## src/rtl/cpu_types_pkg.sv

```systemverilog
// Shared CPU control types.
package cpu_types_pkg;

  // Pipeline controller modes: normal flow, HALT draining, stopped.
  typedef enum logic [1:0] {
    RUN    = 2'd0,
    DRAIN  = 2'd1,
    HALTED = 2'd2
  } ctrl_state_t;

endpackage

```

## src/rtl/sat_counter.sv

```systemverilog
// Saturating up-counter used for the pipeline performance counters.
module sat_counter #(
  parameter int unsigned width = 16
) (
  input  logic             CLK,
  input  logic             RST,
  input  logic             inc,
  output logic [width-1:0] count
);

  // Count up on inc, holding at all-ones.
  always_ff @(posedge CLK or posedge RST) begin
    if (RST) begin
      count <= '0;
    end else if (inc && (count != '1)) begin
      count <= count + width'(1);
    end
  end

endmodule

```

## src/rtl/pipeline_ctrl.sv

```systemverilog
// Pipeline stall/flush/halt controller with stall and flush performance counters.
module pipeline_ctrl
  import cpu_types_pkg::*;
#(
  parameter int unsigned CNT_W        = 16,
  parameter int unsigned DRAIN_CYCLES = 3
) (
  input  logic             CLK,
  input  logic             RST,
  input  logic             hazard,
  input  logic             branch,
  input  logic             jump,
  input  logic             ihit,
  input  logic             dhit,
  input  logic             mem_req,
  input  logic             id_halt,
  output logic             pc_en,
  output logic             ifid_en,
  output logic             idex_en,
  output logic             exmem_en,
  output logic             memwb_en,
  output logic             ifid_flush,
  output logic             idex_flush,
  output logic             halt,
  output logic [CNT_W-1:0] stall_cnt,
  output logic [CNT_W-1:0] flush_cnt
);

  localparam int unsigned DCNT_W = $clog2(DRAIN_CYCLES + 1);

  ctrl_state_t       state_q, state_d;
  logic [DCNT_W-1:0] drain_q, drain_d;
  logic              dstall, istall, hstall, redirect;
  logic              stall_inc, flush_inc;

  // Prioritised stall/redirect conditions: data miss over fetch miss over hazard over redirect.
  assign dstall   = mem_req & ~dhit;
  assign istall   = ~ihit & ~dstall;
  assign hstall   = hazard & ~dstall & ~istall;
  assign redirect = (branch | jump) & ~dstall & ~istall & ~hazard;

  // State, drain counter and sticky halt flag.
  always_ff @(posedge CLK or posedge RST) begin
    if (RST) begin
      state_q <= RUN;
      drain_q <= '0;
      halt    <= 1'b0;
    end else begin
      state_q <= state_d;
      drain_q <= drain_d;
      if (state_d == HALTED) begin
        halt <= 1'b1;
      end
    end
  end

  // Next state, latch enables, bubble inserts and counter increments.
  always_comb begin
    state_d    = state_q;
    drain_d    = drain_q;
    pc_en      = 1'b0;
    ifid_en    = 1'b0;
    idex_en    = 1'b0;
    exmem_en   = 1'b0;
    memwb_en   = 1'b0;
    ifid_flush = 1'b0;
    idex_flush = 1'b0;
    stall_inc  = 1'b0;
    flush_inc  = 1'b0;

    unique case (state_q)
      RUN: begin
        if (dstall) begin
          stall_inc = 1'b1;
        end else if (istall || hstall) begin
          idex_en    = 1'b1;
          exmem_en   = 1'b1;
          memwb_en   = 1'b1;
          idex_flush = 1'b1;
          stall_inc  = 1'b1;
        end else begin
          pc_en    = 1'b1;
          ifid_en  = 1'b1;
          idex_en  = 1'b1;
          exmem_en = 1'b1;
          memwb_en = 1'b1;
          if (redirect) begin
            // A redirect flushes the HALT in ID, so it also wins over id_halt.
            ifid_flush = 1'b1;
            flush_inc  = 1'b1;
          end else if (id_halt) begin
            state_d = DRAIN;
            drain_d = '0;
          end
        end
      end

      DRAIN: begin
        // Only bubbles follow the HALT, so branch/jump/hazard are irrelevant here.
        if (dstall) begin
          stall_inc = 1'b1;
        end else begin
          ifid_en    = 1'b1;
          idex_en    = 1'b1;
          exmem_en   = 1'b1;
          memwb_en   = 1'b1;
          ifid_flush = 1'b1;
          stall_inc  = istall;
          if (drain_q == DCNT_W'(DRAIN_CYCLES - 1)) begin
            state_d = HALTED;
          end else begin
            drain_d = drain_q + DCNT_W'(1);
          end
        end
      end

      HALTED: begin
        state_d = HALTED;
      end

      default: begin
        state_d = RUN;
        drain_d = '0;
      end
    endcase

    // Reset freezes the whole pipeline regardless of state.
    if (RST) begin
      pc_en      = 1'b0;
      ifid_en    = 1'b0;
      idex_en    = 1'b0;
      exmem_en   = 1'b0;
      memwb_en   = 1'b0;
      ifid_flush = 1'b0;
      idex_flush = 1'b0;
      stall_inc  = 1'b0;
      flush_inc  = 1'b0;
    end
  end

  sat_counter #(.width(CNT_W)) u_stall_cnt (
    .CLK   (CLK),
    .RST   (RST),
    .inc   (stall_inc),
    .count (stall_cnt)
  );

  sat_counter #(.width(CNT_W)) u_flush_cnt (
    .CLK   (CLK),
    .RST   (RST),
    .inc   (flush_inc),
    .count (flush_cnt)
  );

endmodule

```

## config.mk

```make
export PLATFORM = sky130hd
export DESIGN_NAME = pipeline_ctrl
export DESIGN_NICKNAME = d
export VERILOG_FILES = /design/src/rtl/cpu_types_pkg.sv /design/src/rtl/sat_counter.sv /design/src/rtl/pipeline_ctrl.sv
export SDC_FILE = /design/constraint.sdc
export NUM_CORES = 1
export LEC_CHECK = 0
export CORE_UTILIZATION = 46
export CTS_BUF_LIST = sky130_fd_sc_hd__clkbuf_8
export CTS_CLUSTER_DIAMETER = 50
export DETAILED_ROUTE_END_ITERATION = 10
export PLACE_DENSITY = 0.82
export SLEW_MARGIN = 0
export SYNTH_ARGS = -nofsm -noshare
export SYNTH_HDL_FRONTEND = slang
export SYNTH_SLANG_ARGS = --single-unit
```

## constraint.sdc

```tcl
create_clock -name CLK -period 6.09 [get_ports CLK]
set_clock_uncertainty 0.05 [all_clocks]
set_input_delay 1.827 -clock CLK [delete_from_list [all_inputs] [get_ports CLK]]
set_output_delay 1.827 -clock CLK [all_outputs]
set_load 0.02 [all_outputs]
```

==> summary.txt, run 1 <==
Clocking
  – Clock tree buffer depth: 2
  – Worst-Skew Late Latency: 280 ps
  – # Post-CTS Setup Buffers: 0
  – Worst-path clk slew: 70 ps
  – Hold Buf Count CTS: 0
  – Clock Tree Root: clkbuf_8
  – H-tree Lvls: 2
  – Post-CTS Resized: 0
  – Clock sink count: 37
  – Num CTS Buffers: 5
  – CTS tree: yes

Synthesis
  – Yosys cell types: 41
  – Seq cells post-synth: 37
  – Compound-Gate Fraction of Synth Area: 5.52%
  – Largest family of logic cells by synthesized area: simple AND/OR/NAND/NOR gates
  – Syn nets: 200
  – Post-synthesis mux area share: 1.35%
  – Netlist Area Pre-Place: 1950 um2
  – Yosys top cell by area: dfrtp_1
  – Fraction of synthesis flops using an asynchronous set or reset pin: 100%
  – Post-Synth Simple-Gate Area: 26.8%
  – Post-synth EDFFs: 0
  – Post-synth top area share: 47.5%
  – Post-Synth XOR/XNOR Area: 13.5%
  – Adder-Cell Fraction of Synth Area: 1.93%
  – Seq/Total Area, Yosys: 47.5%
  – Syn Inst Count: 188
  – Synth top area cells: dfrtp_1, xor2_1, xnor2_1
  – Syn avg cell area: 10.4 um2
  – Warnings from Yosys: 0
  – Primary FF master, synth: dfrtp_1

Setup path
  – Endpoint type of the worst setup path: output port
  – Most used cell along the critical path: clkdlybuf4s50_1
  – Crit start category: primary input
  – Peak fanout along the critical path: 6
  – Crit path cell chain: clkdlybuf4s50_1 -> nor2b_1 -> nor3_1 -> a21boi_0 -> clkdlybuf4s50_1
  – CP Class: in2out
  – R2r setup slk: 3870 ps
  – Critical Path AT: 3750 ps
  – Worst path top cell family by delay: buffers and inverters
  – Max incr delay on CP: 640 ps
  – Slowest cell on the critical path: clkdlybuf4s50_1
  – Worst path buffer plus inverter count: 2
  – Critical Path RT: 4210 ps

Timing
  – # setup viols final: 0
  – Final slew viol count: 0
  – Final Hold Fails: 0
  – Final cycle utilization of the critical path: 92.3%
  – Post-layout minimum cycle time: 5620 ps
  – Fmax: 178 MHz
  – Final TNS setup: 0 ps
  – Slew @ Worst Pin: 538 ps
  – Relative slew slack: 64.1%
  – RSZ-0062 raised after global routing: no

Global routing
  – Vias in the first global route: 1520
  – Pin count of the biggest net entering global routing: 38
  – Antenna violations before repair: 0
  – GRT Residual Overflow: 0
  – Gr usage total: 20.1%
  – First-pass GRT wire length: 6780 um

Floorplan
  – Die area: 4500 um2
  – Chip Width: 67.1 um
  – Core area: 4030 um2
  – Initial Utilization: 48.4%
  – Cell Rows: 23
  – Die Ht: 67.1 um
  – IO Pins: 49

Power and ir drop
  – Power share of the clock group: 20.5%
  – Net Sw Frac: 35.9%
  – Power Density: 323 nW/um2
  – Sequential share of power: 43.4%
  – NetSw: 0.000297 W
  – LEAKAGE: 1.10 nW
  – Int Pwr: 0.000530 W
  – Combinational power share: 36.1%
  – VDD IR max: 0.252 mV

Place
  – Input/output buffers: 48
  – Post-placement cell count: 283
  – Placer Congestion: 0.753
  – HPWL Detailed: 3040 um

Finish
  – Most frequent cells in the layout: clkdlybuf4s50_1, dfrtp_1, nor2_1
  – Layout Nets: 252
  – Most common cell after layout, fill and taps aside: clkdlybuf4s50_1
  – Share of cells above drive strength 1: 7.50%
  – Diode count: 0
  – Final cell count without fillers: 290
  – Fin util: 63.6%
  – Area delta synth->final: 31.4%

Detailed routing
  – Post-route ant nets: 0
  – Routed vias: 1560
  – DRC viols: 0
  – Wire per inst: 13.9 um
  – Detailed Route WL: 4020 um
  – DR pass1 iterations: 4
  – Via density: 5.38
  – Starting DRT DRC Count: 84

Outcome
  – Status: finished, final reports clean

Worst hold path
  – Hold WC Path Type: reg2reg

Run
  – Max_cap viols: 0
==> stage by stage <==
| step | power, W | hold slack, ps | worst slack [ps] | area [um2] |
|---|---|---|---|---|
| after floorplan | 0.000541 | 427 | 977 | 1950 |
| after global placement | 0.000656 | 400 | 597 | 2470 |
| after detailed placement | 0.000665 | 409 | 490 | 2470 |
| after CTS | 0.000834 | 425 | 472 | 2560 |
| after global routing | 0.000874 | 437 | 323 | 2560 |
| final | 0.000827 | 422 | 467 | 2560 |
==> synth_stat cells, types with 2 or more instances <==
master	instances
a21boi_0	2
buf_2	2
buf_4	2
dfrtp_1	37
ha_1	3
inv_1	11
nand2_1	10
nand2b_1	3
nand3_1	8
nand3b_1	2
nand4_1	7
nand4b_1	2
nor2_1	20
nor2b_1	3
nor3_1	13
nor4_1	7
nor4_2	2
nor4b_1	3
xnor2_1	14
xor2_1	16
==> metal layers <==
layer  global-route usage, %  wire, um  up-vias
met4                    7.18        32        0
met3                    5.31       187        5
met5                       0         0        -
met1                    25.2      1800      763
met2                    33.0      2000       34
li1                        -         -      758
==> area by class of cell <==
class	count	area, um2
clock buffer	6	82.6
multi-input combinational	136	957
clock inverter	1	3.75
sequential	37	926
timing repair buffer	49	488
tap	50	62.6
inverter	11	41.3
fill	330	1470
==> kinds of logic after synthesis <==
logic type | count (synthesis)
xor gates and xnor gates | 30
adders and majority gates | 3
DFF | 37
muxes | 2
and+or+nand+nor | 90
buffers and inverters | 15
AOI/OAI and AO/OA | 11
==> power groups by stage <==
stage | Clock [W] | Sequential (W) | Combinational [W]
2_1_floorplan | 0 | 0.000384 | 0.000157
3_3_place_gp | 0 | 0.000361 | 0.000295
3_5_place_dp | 0 | 0.000363 | 0.000303
4_1_cts | 0.000172 | 0.000359 | 0.000303
5_1_grt | 0.000180 | 0.000370 | 0.000323
6_report | 0.000169 | 0.000359 | 0.000299
==> final timing paths <==
path | start | endpoint | cells after the start
worst min register to register | halt$_DFFE_PP0N_ | halt$_DFFE_PP0N_ | 1
max in group asynchronous | RST | u_stall_cnt.count[3]$_DFFE_PP0P_ | 3
min in group asynchronous | RST | state_q[0]$_DFF_PP0_ | 3
worst min-delay path | halt$_DFFE_PP0N_ | halt$_DFFE_PP0N_ | 1
worst max-delay path | mem_req | ifid_flush | 5
worst max register to register | u_flush_cnt.count[5]$_DFFE_PP0P_ | u_flush_cnt.count[1]$_DFFE_PP0P_ | 5
==> worst reg2reg max path, cell delays in order (launching register included) <==
cell and delay, ps:
dfrtp_1 460, nand4_1 200, nor4_2 350, nor2b_1 510
or2b_1 210, mux2_2 330
==> sequential cells by signal, summed over array words and instances, names as in the netlist <==
signal / cells
halt: 1
u_stall_cnt.count: 16
u_flush_cnt.count: 16
state_q: 2
drain_q: 2
(Power assumes the default switching activity.)
==> run 2: changes to the inputs <==
Settings changed: PLACE_DENSITY 0.82 to 0.81, SYNTH_HIERARCHICAL from default to 1.
==> summary.txt, run 2 <==
Outcome
  – Status: finished, final reports clean (unchanged)

Synthesis
  – Syn nets: 199 (was 200)
  – Netlist Area Pre-Place: 2020 um2 (was 1950 um2)
  – Synth cell count leaders: dfrtp_1, xnor2_1, nand3_1 (was dfrtp_1, nor2_1, xor2_1)
  – Post-synth top area share: 45.8% (was 47.5%)
  – Largest family of logic cells by synthesized area: simple AND/OR/NAND/NOR gates (unchanged)
  – Post-synthesis mux area share: 3.22% (was 1.35%)
  – Post-Synth XOR/XNOR Area: 9.53% (was 13.5%)
  – Fraction of synthesis flops using an asynchronous set or reset pin: 100% (unchanged)
  – Primary FF master, synth: dfrtp_1 (unchanged)
  – Adder-Cell Fraction of Synth Area: 1.86% (was 1.93%)
  – Seq/Total Area, Yosys: 45.8% (was 47.5%)
  – Synth top area cells: dfrtp_1, xnor2_1, nand3_1 (was dfrtp_1, xor2_1, xnor2_1)
  – Warnings from Yosys: 6 (was 0)
  – Syn avg cell area: 10.8 um2 (was 10.4 um2)
  – Compound-Gate Fraction of Synth Area: 7.24% (was 5.52%)
  – Seq cells post-synth: 37 (unchanged)
  – Post-synth EDFFs: 0 (unchanged)
  – Syn Inst Count: 187 (was 188)
  – Post-Synth Simple-Gate Area: 29.8% (was 26.8%)
  – Yosys cell types: 42 (was 41)
  – Most common cell in the netlist: dfrtp_1 (unchanged)
  – Yosys top cell by area: dfrtp_1 (unchanged)

Finish
  – Area delta synth->final: 29.6% (was 31.4%)
  – Most common cell after layout, fill and taps aside: clkdlybuf4s50_1 (unchanged)
  – Layout Nets: 251 (was 252)
  – Final cell count without fillers: 290 (unchanged)
  – Most frequent cells in the layout: clkdlybuf4s50_1, dfrtp_1, xnor2_1 (was clkdlybuf4s50_1, dfrtp_1, nor2_1)
  – Share of cells above drive strength 1: 13.8% (was 7.50%)
  – Diode count: 0 (unchanged)
  – Biggest regs: u_flush_cnt/count (16), u_stall_cnt/count (16) (was u_flush_cnt.count (16), u_stall_cnt.count (16))

Run
  – Max_cap viols: 0 (unchanged)

Power and ir drop
  – VDD IR max: 0.119 mV (was 0.252 mV)
  – Power Density: 163 nW/um2 (was 323 nW/um2)
  – LEAKAGE: 1.14 nW (was 1.10 nW)

Global routing
  – Gr usage total: 20.5% (was 20.1%)
  – Vias in the first global route: 1526 (was 1520)
  – GRT Residual Overflow: 0 (unchanged)
  – Antenna violations before repair: 0 (unchanged)
  – Pin count of the biggest net entering global routing: 17 (was 38)
  – First-pass GRT wire length: 7070 um (was 6780 um)

Floorplan
  – Chip Width: 68.3 um (was 67.1 um)
  – Die Ht: 68.3 um (was 67.1 um)
  – Core area: 4120 um2 (was 4030 um2)
  – Initial Utilization: 49.1% (was 48.4%)
  – Die area: 4660 um2 (was 4500 um2)
  – IO Pins: 49 (unchanged)
  – Cell Rows: 23 (unchanged)

Setup path
  – Worst r2r src: state_q[0]$_DFF_PP0_ (was u_flush_cnt.count[5]$_DFFE_PP0P_)
  – R2R cell count: 7 (was 5)
  – Critical Path RT: 4210 ps (about the same)
  – Worst setup startpoint: RST (was mem_req)
  – R2r setup slk: 3520 ps (was 3870 ps)
  – CP Class: in2out (unchanged)
  – Critical Path AT: 3450 ps (was 3750 ps)
  – Endpoint type of the worst setup path: output port (unchanged)
  – Crit start category: primary input (unchanged)
  – CP Capture Point: idex_flush (was ifid_flush)
  – Reg2Reg Capture Point: u_stall_cnt/count[14]$_DFFE_PP0P_ (was u_flush_cnt.count[1]$_DFFE_PP0P_)
  – Peak fanout along the critical path: 6 (unchanged)

Timing
  – RSZ-0062 raised after global routing: no (unchanged)
  – Slew @ Worst Pin: 700 ps (was 538 ps)
  – Final slew viol count: 0 (unchanged)
  – Final Hold Fails: 0 (unchanged)
  – Relative slew slack: 53.1% (was 64.1%)
  – Post-layout minimum cycle time: 5330 ps (was 5620 ps)
  – Fmax: 188 MHz (was 178 MHz)
  – Final TNS setup: 0 ps (unchanged)
  – # setup viols final: 0 (unchanged)
  – Final cycle utilization of the critical path: 87.5% (was 92.3%)
  – WHS: 453 ps (was 422 ps)

Clocking
  – CTS tree: yes (unchanged)
  – Post-CTS Resized: 0 (unchanged)
  – Worst-Skew Late Latency: 290 ps (was 280 ps)
  – Clock sink count: 37 (unchanged)
  – Worst-path clk slew: 70 ps (about the same)
  – Hold Buf Count CTS: 0 (unchanged)
  – Clock Tree Root: clkbuf_8 (unchanged)
  – # Post-CTS Setup Buffers: 0 (unchanged)
  – H-tree Lvls: 2 (unchanged)
  – Num CTS Buffers: 5 (unchanged)
  – Clock tree buffer depth: 2 (unchanged)

Detailed routing
  – Wire per inst: 14.0 um (was 13.9 um)
  – Post-route ant nets: 0 (unchanged)
  – Routed vias: 1580 (was 1560)
  – Starting DRT DRC Count: 63 (was 84)
  – Detailed Route WL: 4070 um (was 4020 um)
  – Via density: 5.45 (was 5.38)
  – DRC viols: 0 (unchanged)
  – DR pass1 iterations: 4 (unchanged)

Worst hold path
  – Hold WC Path Type: reg2reg (unchanged)
  – Hold Path Stages: 1 (unchanged)

Place
  – Input/output buffers: 48 (unchanged)
  – HPWL Detailed: 3050 um (was 3040 um)
  – Placer Congestion: 0.903 (was 0.753)
  – Post-placement cell count: 282 (was 283)
run 2: changes by cell type after synthesis, moves of 6 or more:
cell,before,now
xor2_1,16,0
nor2_1,20,7
a21oi_1,0,10
nor3_1,13,3
xnor2_1,14,22
and3_1,1,8
nor4_1,7,0
nand3_1,8,14
run 2: final cells by class:
class                   instances  area [um2]
clock buffers                   5        68.8
clock inverters                 3        13.8
fillers                       349        1490
inverters                       7        26.3
multi-input cells             140        1040
flip-flops and latches         37         926
well taps                      50        62.6
repair buffers                 48         480
run 2: critical path, cell delays in order:
cell	delay [ps]
clkdlybuf4s50_1	460
inv_1	200
nand3_2	170
nor3_1	160
clkdlybuf4s50_1	630
run 2: kinds of logic after synthesis:
kind of cell | after synthesis
compound gates | 22
xor+xnor | 22
fa+ha+maj | 3
buf+inv | 10
flops | 37
mux | 6
simple gates | 87
run 2: worst min path at each step:
stage | startpoint | to | slack (ps)
detailed placement | halt$_DFFE_PP0N_ | halt$_DFFE_PP0N_ | 430
floorplan | drain_q[1]$_DFFE_PP0P_ | drain_q[1]$_DFFE_PP0P_ | 410
finish | halt$_DFFE_PP0N_ | halt$_DFFE_PP0N_ | 450
global route | halt$_DFFE_PP0N_ | halt$_DFFE_PP0N_ | 460
global placement | halt$_DFFE_PP0N_ | halt$_DFFE_PP0N_ | 430
CTS | halt$_DFFE_PP0N_ | halt$_DFFE_PP0N_ | 450
run 2: report_power, final:
| group | switching [W] | total (W) | leakage, nW | internal [W] |
|---|---|---|---|---|
| logic | 0.00000992 | 0.0000175 | 0.589 | 0.00000760 |
| clock network | 0.0000855 | 0.000163 | 0.0491 | 0.0000776 |
| registers | 0.000000268 | 0.000246 | 0.502 | 0.000246 |
| total | 0.0000957 | 0.000427 | 1.14 | 0.000331 |
run 2: metal layers:
metal,track usage [%],part of all wire (%)
met3,5.67,3.6
met2,33.5,48
met4,6.51,0.88
met5,0,0
met1,26.0,47
run 2: per-stage QoR:
stage	total power, W	worst slack (ps)	cell area, um2	util, %
final	0.000427	759	2620	63.7
after global routing	0.000448	595	2620	63.7
after CTS	0.000432	738	2620	63.7
after detailed placement	0.000269	744	2540	61.7
after global placement	0.000268	760	2540	61.7
after floorplan	0.000260	1610	2020	-
==> run 3: changes to the inputs <==
Settings changed: CORE_ASPECT_RATIO from default to 1.75, CTS_BUF_LIST sky130_fd_sc_hd__clkbuf_8 to sky130_fd_sc_hd__clkbuf_2.
==> summary.txt, run 3 (synthesis results as in run 2) <==
Run
  – Max_cap viols: 0 (unchanged)

Global routing
  – Pin count of the biggest net entering global routing: 17 (unchanged)
  – First-pass GRT wire length: 7120 um (was 7070 um)
  – Antenna violations before repair: 0 (unchanged)
  – GRT Residual Overflow: 0 (unchanged)
  – Gr usage total: 20.1% (was 20.5%)
  – Vias in the first global route: 1613 (was 1526)

Setup path
  – Crit path cell chain: clkdlybuf4s50_1 -> inv_1 -> nand3_2 -> nor3_1 -> clkdlybuf4s50_1 (unchanged)
  – Worst setup startpoint: RST (unchanged)
  – CP Class: in2out (unchanged)
  – Slowest cell on the critical path: clkdlybuf4s50_1 (unchanged)
  – Endpoint type of the worst setup path: output port (unchanged)
  – Max incr delay on CP: 630 ps (about the same)
  – Critical Path AT: 3500 ps (was 3450 ps)
  – Peak fanout along the critical path: 6 (unchanged)
  – Critical Path RT: 4210 ps (about the same)
  – Most used cell along the critical path: clkdlybuf4s50_1 (unchanged)
  – Worst r2r src: state_q[1]$_DFF_PP0_ (was state_q[0]$_DFF_PP0_)
  – Crit start category: primary input (unchanged)

Detailed routing
  – Routed vias: 1626 (was 1580)
  – Detailed Route WL: 4150 um (was 4070 um)
  – Wire per inst: 14.4 um (was 14.0 um)
  – Post-route ant nets: 0 (unchanged)
  – Via density: 5.63 (was 5.45)
  – DR pass1 iterations: 4 (unchanged)
  – DRC viols: 0 (unchanged)
  – Starting DRT DRC Count: 18 (was 63)

Floorplan
  – IO Pins: 49 (unchanged)
  – Core area: 4190 um2 (was 4120 um2)
  – Die Ht: 89.7 um (was 68.3 um)
  – Cell Rows: 31 (was 23)
  – Die area: 4670 um2 (was 4660 um2)
  – Initial Utilization: 48.3% (was 49.1%)
  – Chip Width: 52.1 um (was 68.3 um)

Finish
  – Biggest regs: u_flush_cnt/count (16), u_stall_cnt/count (16) (unchanged)
  – Area delta synth->final: 27.6% (was 29.6%)
  – Share of cells above drive strength 1: 14.2% (was 13.8%)
  – Final cell count without fillers: 289 (was 290)
  – Diode count: 0 (unchanged)
  – Most frequent cells in the layout: clkdlybuf4s50_1, dfrtp_1, xnor2_1 (unchanged)
  – Fillers: 370 (was 349)
  – Layout Nets: 251 (unchanged)
  – Most common cell after layout, fill and taps aside: clkdlybuf4s50_1 (unchanged)

Power and ir drop
  – Power Density: 144 nW/um2 (was 163 nW/um2)
  – LEAKAGE: 1.12 nW (was 1.14 nW)
  – VDD IR max: 0.111 mV (was 0.119 mV)

Timing
  – RSZ-0062 raised after global routing: no (unchanged)
  – Fmax: 186 MHz (was 188 MHz)
  – # setup viols final: 0 (unchanged)
  – Post-layout minimum cycle time: 5370 ps (was 5330 ps)
  – Final TNS setup: 0 ps (unchanged)
  – WHS: 452 ps (was 453 ps)
  – Final Hold Fails: 0 (unchanged)
  – Final cycle utilization of the critical path: 88.2% (was 87.5%)
  – Slew @ Worst Pin: 670 ps (was 700 ps)
  – Final slew viol count: 0 (unchanged)
  – Relative slew slack: 55.0% (was 53.1%)

Clocking
  – Post-CTS Resized: 0 (unchanged)
  – Clock sink count: 37 (unchanged)
  – # Post-CTS Setup Buffers: 0 (unchanged)
  – Hold Buf Count CTS: 0 (unchanged)
  – Worst-Skew Late Latency: 380 ps (was 290 ps)
  – H-tree Lvls: 2 (unchanged)
  – Clock Tree Root: clkbuf_2 (was clkbuf_8)
  – Worst-path clk slew: 170 ps (was 70 ps)
  – Clock tree buffer depth: 2 (unchanged)
  – CTS tree: yes (unchanged)
  – Num CTS Buffers: 5 (unchanged)

Worst hold path
  – Hold WC Path Type: reg2reg (unchanged)
  – Hold Startpoint: halt$_DFFE_PP0N_ (unchanged)

Outcome
  – Status: finished, final reports clean (unchanged)

Place
  – HPWL Detailed: 3230 um (was 3050 um)
  – Post-placement cell count: 281 (was 282)
  – Input/output buffers: 48 (unchanged)
  – Placer Congestion: 0.877 (was 0.903)
run 3: through the flow:
step | util, % | power [W] | cell area [um2] | worst slack, ps
floorplan | - | 0.000260 | 2020 | 1610
global placement | 60.6 | 0.000269 | 2540 | 729
detailed placement | 60.6 | 0.000269 | 2540 | 718
CTS | 61.6 | 0.000379 | 2580 | 707
global route | 61.6 | 0.000390 | 2580 | 582
finish | 61.6 | 0.000371 | 2580 | 717
run 3: critical path: cells and delay by family:
family / cells / cell delay, ps
buffers and inverters: 3 / 1310
and+or+nand+nor: 2 / 350
run 3: layer usage:
layer / track usage [%] / wire [um] / share of wire (%)
met2: 35.5 / 2320 / 56
met5: 0 / 0 / 0
met3: 4.40 / 112 / 2.7
met1: 21.4 / 1610 / 39
met4: 9.68 / 108 / 2.6
run 3: worst paths after layout:
| kind | end | slack [ps] | depth (start not counted) |
|---|---|---|---|
| max reg2reg | u_flush_cnt/count[14]$_DFFE_PP0P_ | 3570 | 7 |
| min | halt$_DFFE_PP0N_ | 450 | 1 |
| max | idex_flush | 720 | 5 |
| min reg2reg | halt$_DFFE_PP0N_ | 450 | 1 |
| max in group asynchronous | u_flush_cnt/count[3]$_DFFE_PP0P_ | 3730 | 2 |
| min in group asynchronous | state_q[1]$_DFF_PP0_ | 1700 | 2 |
run 3: final cells by class:
| class | instances | area (um2) | share of cell area (%) |
|---|---|---|---|
| clock buffer | 5 | 25.0 | 0.970 |
| clock inverter | 3 | 17.5 | 0.679 |
| inverter | 7 | 26.3 | 1.02 |
| multi-input combinational | 140 | 1040 | 40.4 |
| sequential | 37 | 926 | 35.9 |
| tap | 49 | 61.3 | 2.38 |
| timing repair buffer | 48 | 480 | 18.6 |
run 3: power by group:
| part | internal (W) | switching, W |
|---|---|---|
| Combinational | 0.00000756 | 0.00000996 |
| Sequential | 0.000246 | 0.000000358 |
| Clock | 0.0000268 | 0.0000805 |
